--- src/rtl/ifu_fetch.sv ---
// Instruction fetch unit: takes one PC, issues a single imem read and hands the
// tagged instruction (word, PC, fault code) to decode. One fetch in flight at most.
//
// state | meaning
// IDLE  | ready for a new PC
// REQ   | read request on the bus, waiting for grant
// WAIT  | granted, waiting for rvalid or timeout
// OUT   | instruction presented to decode
// DRAIN | flushed after grant; swallow the response or timeout
module ifu_fetch #(
    parameter int unsigned TIMEOUT  = 16,
    parameter logic [31:0] NOP_INST = 32'h0000_0013
) (
    input  logic        clk,
    input  logic        rst,
    input  logic [31:0] pc_i,
    input  logic        pc_valid_i,
    output logic        pc_ready_o,
    input  logic        flush_i,
    output logic        imem_req_o,
    output logic [31:0] imem_addr_o,
    input  logic        imem_gnt_i,
    input  logic        imem_rvalid_i,
    input  logic [31:0] imem_rdata_i,
    input  logic        imem_err_i,
    output logic        inst_valid_o,
    input  logic        inst_ready_i,
    output logic [31:0] inst_o,
    output logic [31:0] inst_pc_o,
    output logic [1:0]  inst_fault_o
);

    localparam int unsigned     TW     = $clog2(TIMEOUT);
    localparam logic [TW-1:0]   T_LAST = TW'(TIMEOUT - 1);

    localparam logic [1:0] FLT_NONE    = 2'd0;
    localparam logic [1:0] FLT_ALIGN   = 2'd1;
    localparam logic [1:0] FLT_BUS     = 2'd2;
    localparam logic [1:0] FLT_TIMEOUT = 2'd3;

    typedef enum logic [2:0] {
        S_IDLE,
        S_REQ,
        S_WAIT,
        S_OUT,
        S_DRAIN
    } state_t;

    state_t        state_q, state_d;
    logic [TW-1:0] timer_q;
    logic [31:0]   addr_q;
    logic [31:0]   inst_q;
    logic [1:0]    fault_q;
    logic          accept;
    logic          misaligned;
    logic          timer_done;

    assign accept     = pc_ready_o & pc_valid_i;
    assign misaligned = (pc_i[1:0] != 2'b00);
    assign timer_done = (timer_q == T_LAST);

    always_ff @(posedge clk or negedge rst) begin
        if (!rst) begin
            state_q <= S_IDLE;
        end else begin
            state_q <= state_d;
        end
    end

    always_comb begin
        state_d = state_q;
        case (state_q)
            S_IDLE: begin
                if (accept) begin
                    state_d = misaligned ? S_OUT : S_REQ;
                end
            end
            S_REQ: begin
                if (imem_gnt_i) begin
                    state_d = flush_i ? S_DRAIN : S_WAIT;
                end else if (flush_i) begin
                    state_d = S_IDLE;
                end
            end
            S_WAIT: begin
                // a flush coinciding with the response/timeout has nothing left to drain
                if (flush_i) begin
                    state_d = (imem_rvalid_i || timer_done) ? S_IDLE : S_DRAIN;
                end else if (imem_rvalid_i || timer_done) begin
                    state_d = S_OUT;
                end
            end
            S_OUT: begin
                if (flush_i || inst_ready_i) begin
                    state_d = S_IDLE;
                end
            end
            S_DRAIN: begin
                if (imem_rvalid_i || timer_done) begin
                    state_d = S_IDLE;
                end
            end
            default: state_d = S_IDLE;
        endcase
    end

    always_comb begin
        pc_ready_o   = 1'b0;
        imem_req_o   = 1'b0;
        inst_valid_o = 1'b0;
        case (state_q)
            S_IDLE:  pc_ready_o   = rst & ~flush_i;
            S_REQ:   imem_req_o   = 1'b1;
            S_OUT:   inst_valid_o = 1'b1;
            default: ;
        endcase
    end

    // timer saturates at its terminal count so a long drain never wraps
    always_ff @(posedge clk or negedge rst) begin
        if (!rst) begin
            timer_q <= '0;
        end else if (state_q == S_REQ && imem_gnt_i) begin
            timer_q <= '0;
        end else if ((state_q == S_WAIT || state_q == S_DRAIN) && !timer_done) begin
            timer_q <= timer_q + TW'(1);
        end
    end

    always_ff @(posedge clk or negedge rst) begin
        if (!rst) begin
            addr_q  <= '0;
            inst_q  <= NOP_INST;
            fault_q <= FLT_NONE;
        end else begin
            case (state_q)
                S_IDLE: begin
                    if (accept) begin
                        addr_q <= pc_i;
                        if (misaligned) begin
                            inst_q  <= NOP_INST;
                            fault_q <= FLT_ALIGN;
                        end
                    end
                end
                S_WAIT: begin
                    if (!flush_i) begin
                        if (imem_rvalid_i) begin
                            inst_q  <= imem_err_i ? NOP_INST : imem_rdata_i;
                            fault_q <= imem_err_i ? FLT_BUS : FLT_NONE;
                        end else if (timer_done) begin
                            inst_q  <= NOP_INST;
                            fault_q <= FLT_TIMEOUT;
                        end
                    end
                end
                default: ;
            endcase
        end
    end

    assign imem_addr_o  = addr_q;
    assign inst_pc_o    = addr_q;
    assign inst_o       = inst_q;
    assign inst_fault_o = fault_q;

endmodule

--- config.mk ---
export PLATFORM = sky130hd
export DESIGN_NAME = ifu_fetch
export DESIGN_NICKNAME = d
export VERILOG_FILES = /design/src/rtl/ifu_fetch.sv
export SDC_FILE = /design/constraint.sdc
export NUM_CORES = 1
export LEC_CHECK = 0
export ABC_AREA = 1
export BUFFER_PORTS_ARGS = -buffer_cell sky130_fd_sc_hd__clkbuf_2
export CELL_PAD_IN_SITES_DETAIL_PLACEMENT = 0
export CELL_PAD_IN_SITES_GLOBAL_PLACEMENT = 2
export CORE_UTILIZATION = 25
export CTS_CLUSTER_DIAMETER = 50
export DETAILED_ROUTE_END_ITERATION = 12
export PLACE_DENSITY_LB_ADDON = 0.3
export SYNTH_ARGS = -nofsm -noshare
export SYNTH_HDL_FRONTEND = slang
export SYNTH_SLANG_ARGS = --single-unit
--- constraint.sdc ---
create_clock -name clk -period 2 [get_ports clk]
set_input_delay 0.1 -clock clk [delete_from_list [all_inputs] [get_ports clk]]
set_output_delay 0.1 -clock clk [all_outputs]
set_load 0.01 [all_outputs]
==> results.sh <==
export IMPL_status="finished, final reports clean"
export IMPL_initial_utilization=0.258
export IMPL_detailroute_wirelength_met3_um=732
export IMPL_yosys_area_top_type="dfrtp_1"
export IMPL_clockBufferDepth=2
export IMPL_cpPeakStageDelay_ps=440
export IMPL_die_width_um=119
export IMPL_layout_nets=658
export IMPL_ir_drop_v=0.000436
export IMPL_synth_area_leaders="dfrtp_1 (51%), nand2_1 (16%), buf_4 (7.2%)"
export IMPL_min_period_ps=1700
export IMPL_routabilityCongestion=0.736
export IMPL_drt_pass1_iter_count=4
export IMPL_synth_edff_count=0
export IMPL_diodes=0
export IMPL_cp_max_fo=10
export IMPL_row_count=42
export IMPL_layout_area_seq_um2=1830
export IMPL_clockRootBuffer="clkbuf_16"
export IMPL_postSynth_asyncResetShare=1.00
export IMPL_critPathSlowestCell="dfrtp_1"
export IMPL_p_leak_nw=2.69
export IMPL_crit_path_start_kind="register"
export IMPL_maxCapViolCount=0
export IMPL_antenna_found_initial=0
export IMPL_syn_avg_cell_area_um2=8.67
export IMPL_clk_pin_slew_ps=60
export IMPL_p_total_mw=6.72
export IMPL_critPathArrivalTime_ps=1600
export IMPL_tightest_slew_ps=964
export IMPL_io_buffer_count=172
export IMPL_drt_wl_total_um=9430
export IMPL_holdCritPathClass="in2async"
export IMPL_syn_num_nets=469
export IMPL_antenna_left=0
export IMPL_grt_pass1_wl_um=15300
export IMPL_path_cells="nor2_4 > inv_2 > nor2_2 > inv_2 > nor2_4 > buf_4 > clkbuf_2"
export IMPL_syn2layout_area_growth_pct=46.0
export IMPL_fill_cells=1375
export IMPL_end_kind="output port"
export IMPL_ys_types=22
export IMPL_grt_max_degree=74
export IMPL_dieArea_um2=14200
export IMPL_grt_total_usage=0.139
export IMPL_grt_setup_unrepaired="false"
export IMPL_grt_pass1_vias=3065
export IMPL_crit_type="reg2out"
export IMPL_dr_wl_met2_um=4220
export IMPL_power_density_nw_per_um2=1340
export IMPL_syn_inst=396
export IMPL_yosysMostFrequentCell="nand2_1"
export IMPL_cts_sinks=73
export IMPL_htree_levels=3
export IMPL_dp_hpwl_um=6560
export IMPL_post_drt_wl_per_cell_um=12.3
export IMPL_cts_tree="yes"
export IMPL_fin_crit_sh=0.852
export IMPL_netlist_area_um2=3430
export IMPL_clock_skew_final_ps=5.97
export IMPL_via_per_inst=4.23
export IMPL_core_area_um2=13300
export IMPL_yosys_area_top_type_share=0.510
export IMPL_drc=0
export IMPL_critPathRequiredTime_ps=1900
export IMPL_drt_initial_drc_count=198
export IMPL_yosysSeqAreaShare=0.533
export IMPL_overflow=0
export IMPL_r2r_slack_ps=370
export IMPL_ys_warnings_count=0
export IMPL_setup_viol=0
export IMPL_hold_viol_final=0
export IMPL_cts_buffers=9
export IMPL_vias=3233
export IMPL_clkLatencyLatePin_ps=340
export IMPL_ios=173
export IMPL_multi_input_area_um2=1180
export IMPL_drive_above_1_share=0.385
export IMPL_cts_resized=0
export IMPL_fmax_mhz=587
export IMPL_fin_tns_setup_ps=0
export IMPL_fp_dieH_um=119
export IMPL_met1_length_um=4300
export IMPL_synth_ff_type="dfrtp_1"
export IMPL_relSlewSlack=0.358
export IMPL_synth_seq_cells=73
export IMPL_ys_top_cells_by_count="nand2_1 (142), dfrtp_1 (70), nand3_1 (44)"
export IMPL_highest_layer="met4"
export IMPL_drv_slew=0
-- area by class of cell --
class,count,area share
flip-flops and latches,73,0.365
repair buffers,230,0.286
multi-input cells,255,0.236
clock buffers,9,0.0449
well taps,176,0.0439
clock inverters,6,0.0120
inverters,16,0.0120
-- final timing paths --
path	from	to	cells after the start
min	rst	state_q[1]	2
max in group asynchronous	rst	inst_o[8]	2
max reg2reg	state_q[2]	imem_addr_o[0]	10
min reg2reg	inst_o[4]	inst_o[4]	2
min in group clk	imem_rdata_i[14]	inst_o[14]	3
max	state_q[2]	pc_ready_o	7
-- stage by stage --
| step | hold WS, ps | worst slack, ps | util | cells | cell area (µm²) |
|---|---|---|---|---|---|
| CTS | 0.730 | 88.3 | 0.376 | 763 | 5000 |
| finish | 16.5 | 295 | 0.377 | 765 | 5010 |
| global route | 23.0 | 153 | 0.377 | 765 | 5010 |
| detailed placement | 341 | 306 | 0.317 | 698 | 4210 |
| global placement | 338 | 363 | 0.317 | 698 | 4210 |
| floorplan | -196 | 559 | - | 396 | 3430 |
-- flip-flops by register name, summed over array words and instances (netlist names) --
name	flops
state_q	3
inst_o	32
imem_addr_o	32
timer_q	4
inst_fault_o	2
-- power by group --
group          internal (mW)  total (mW)  switching, mW
clock network          0.951        1.57          0.621
logic                   1.09        2.67           1.58
registers               2.04        2.48          0.442
total                   4.08        6.72           2.64
-- what timing repair did --
action | CTS | global route
endpoints found under the hold margin | 50 | 0
setup endpoints to repair | 0 | 1
setup buffers | 0 | 2
hold buffers | 50 | 0
-- per-layer routing --
metal / vias to the layer above / GRT usage
met5: - / 0
met4: 0 / 0.0641
met3: 12 / 0.0465
met2: 139 / 0.213
met1: 1470 / 0.176
li1: 1612 / -
-- worst max-delay path: cells and delay by family (launching register included) --
kind	cells	cell delay [ps]
DFF	1	440
buffers and inverters	4	450
and+or+nand+nor	3	380
-- cells in the final DEF, fill, tap and decap left out, types with 3 or more instances in the layout --
cell           synthesis  layout
o21ai_2               11      11
nand2_1              142     142
clkbuf_2               0     171
buf_4                 33       8
dlygate4sd3_1          0      50
nand3_1               44      44
dfstp_2                3       3
inv_1                 11      11
clkinv_2               0       3
o21ai_0               21      21
clkbuf_16              0       9
nor2_1                 8       8
dfrtp_1               70      70
o21ai_1               10      10
inv_2                  5       5
nand2_2                8       8
-- logic make-up (layout without fill, tap and decap cells) --
logic type      Yosys count  count (layout)  synth area share
fa+ha+maj                 1               1           0.00364
flops                    73              73             0.533
xor+xnor                  2               2           0.00510
buf+inv                  68             261             0.123
simple gates            210             210             0.262
compound gates           42              42            0.0733
Power figures use the tool's default switching activity.
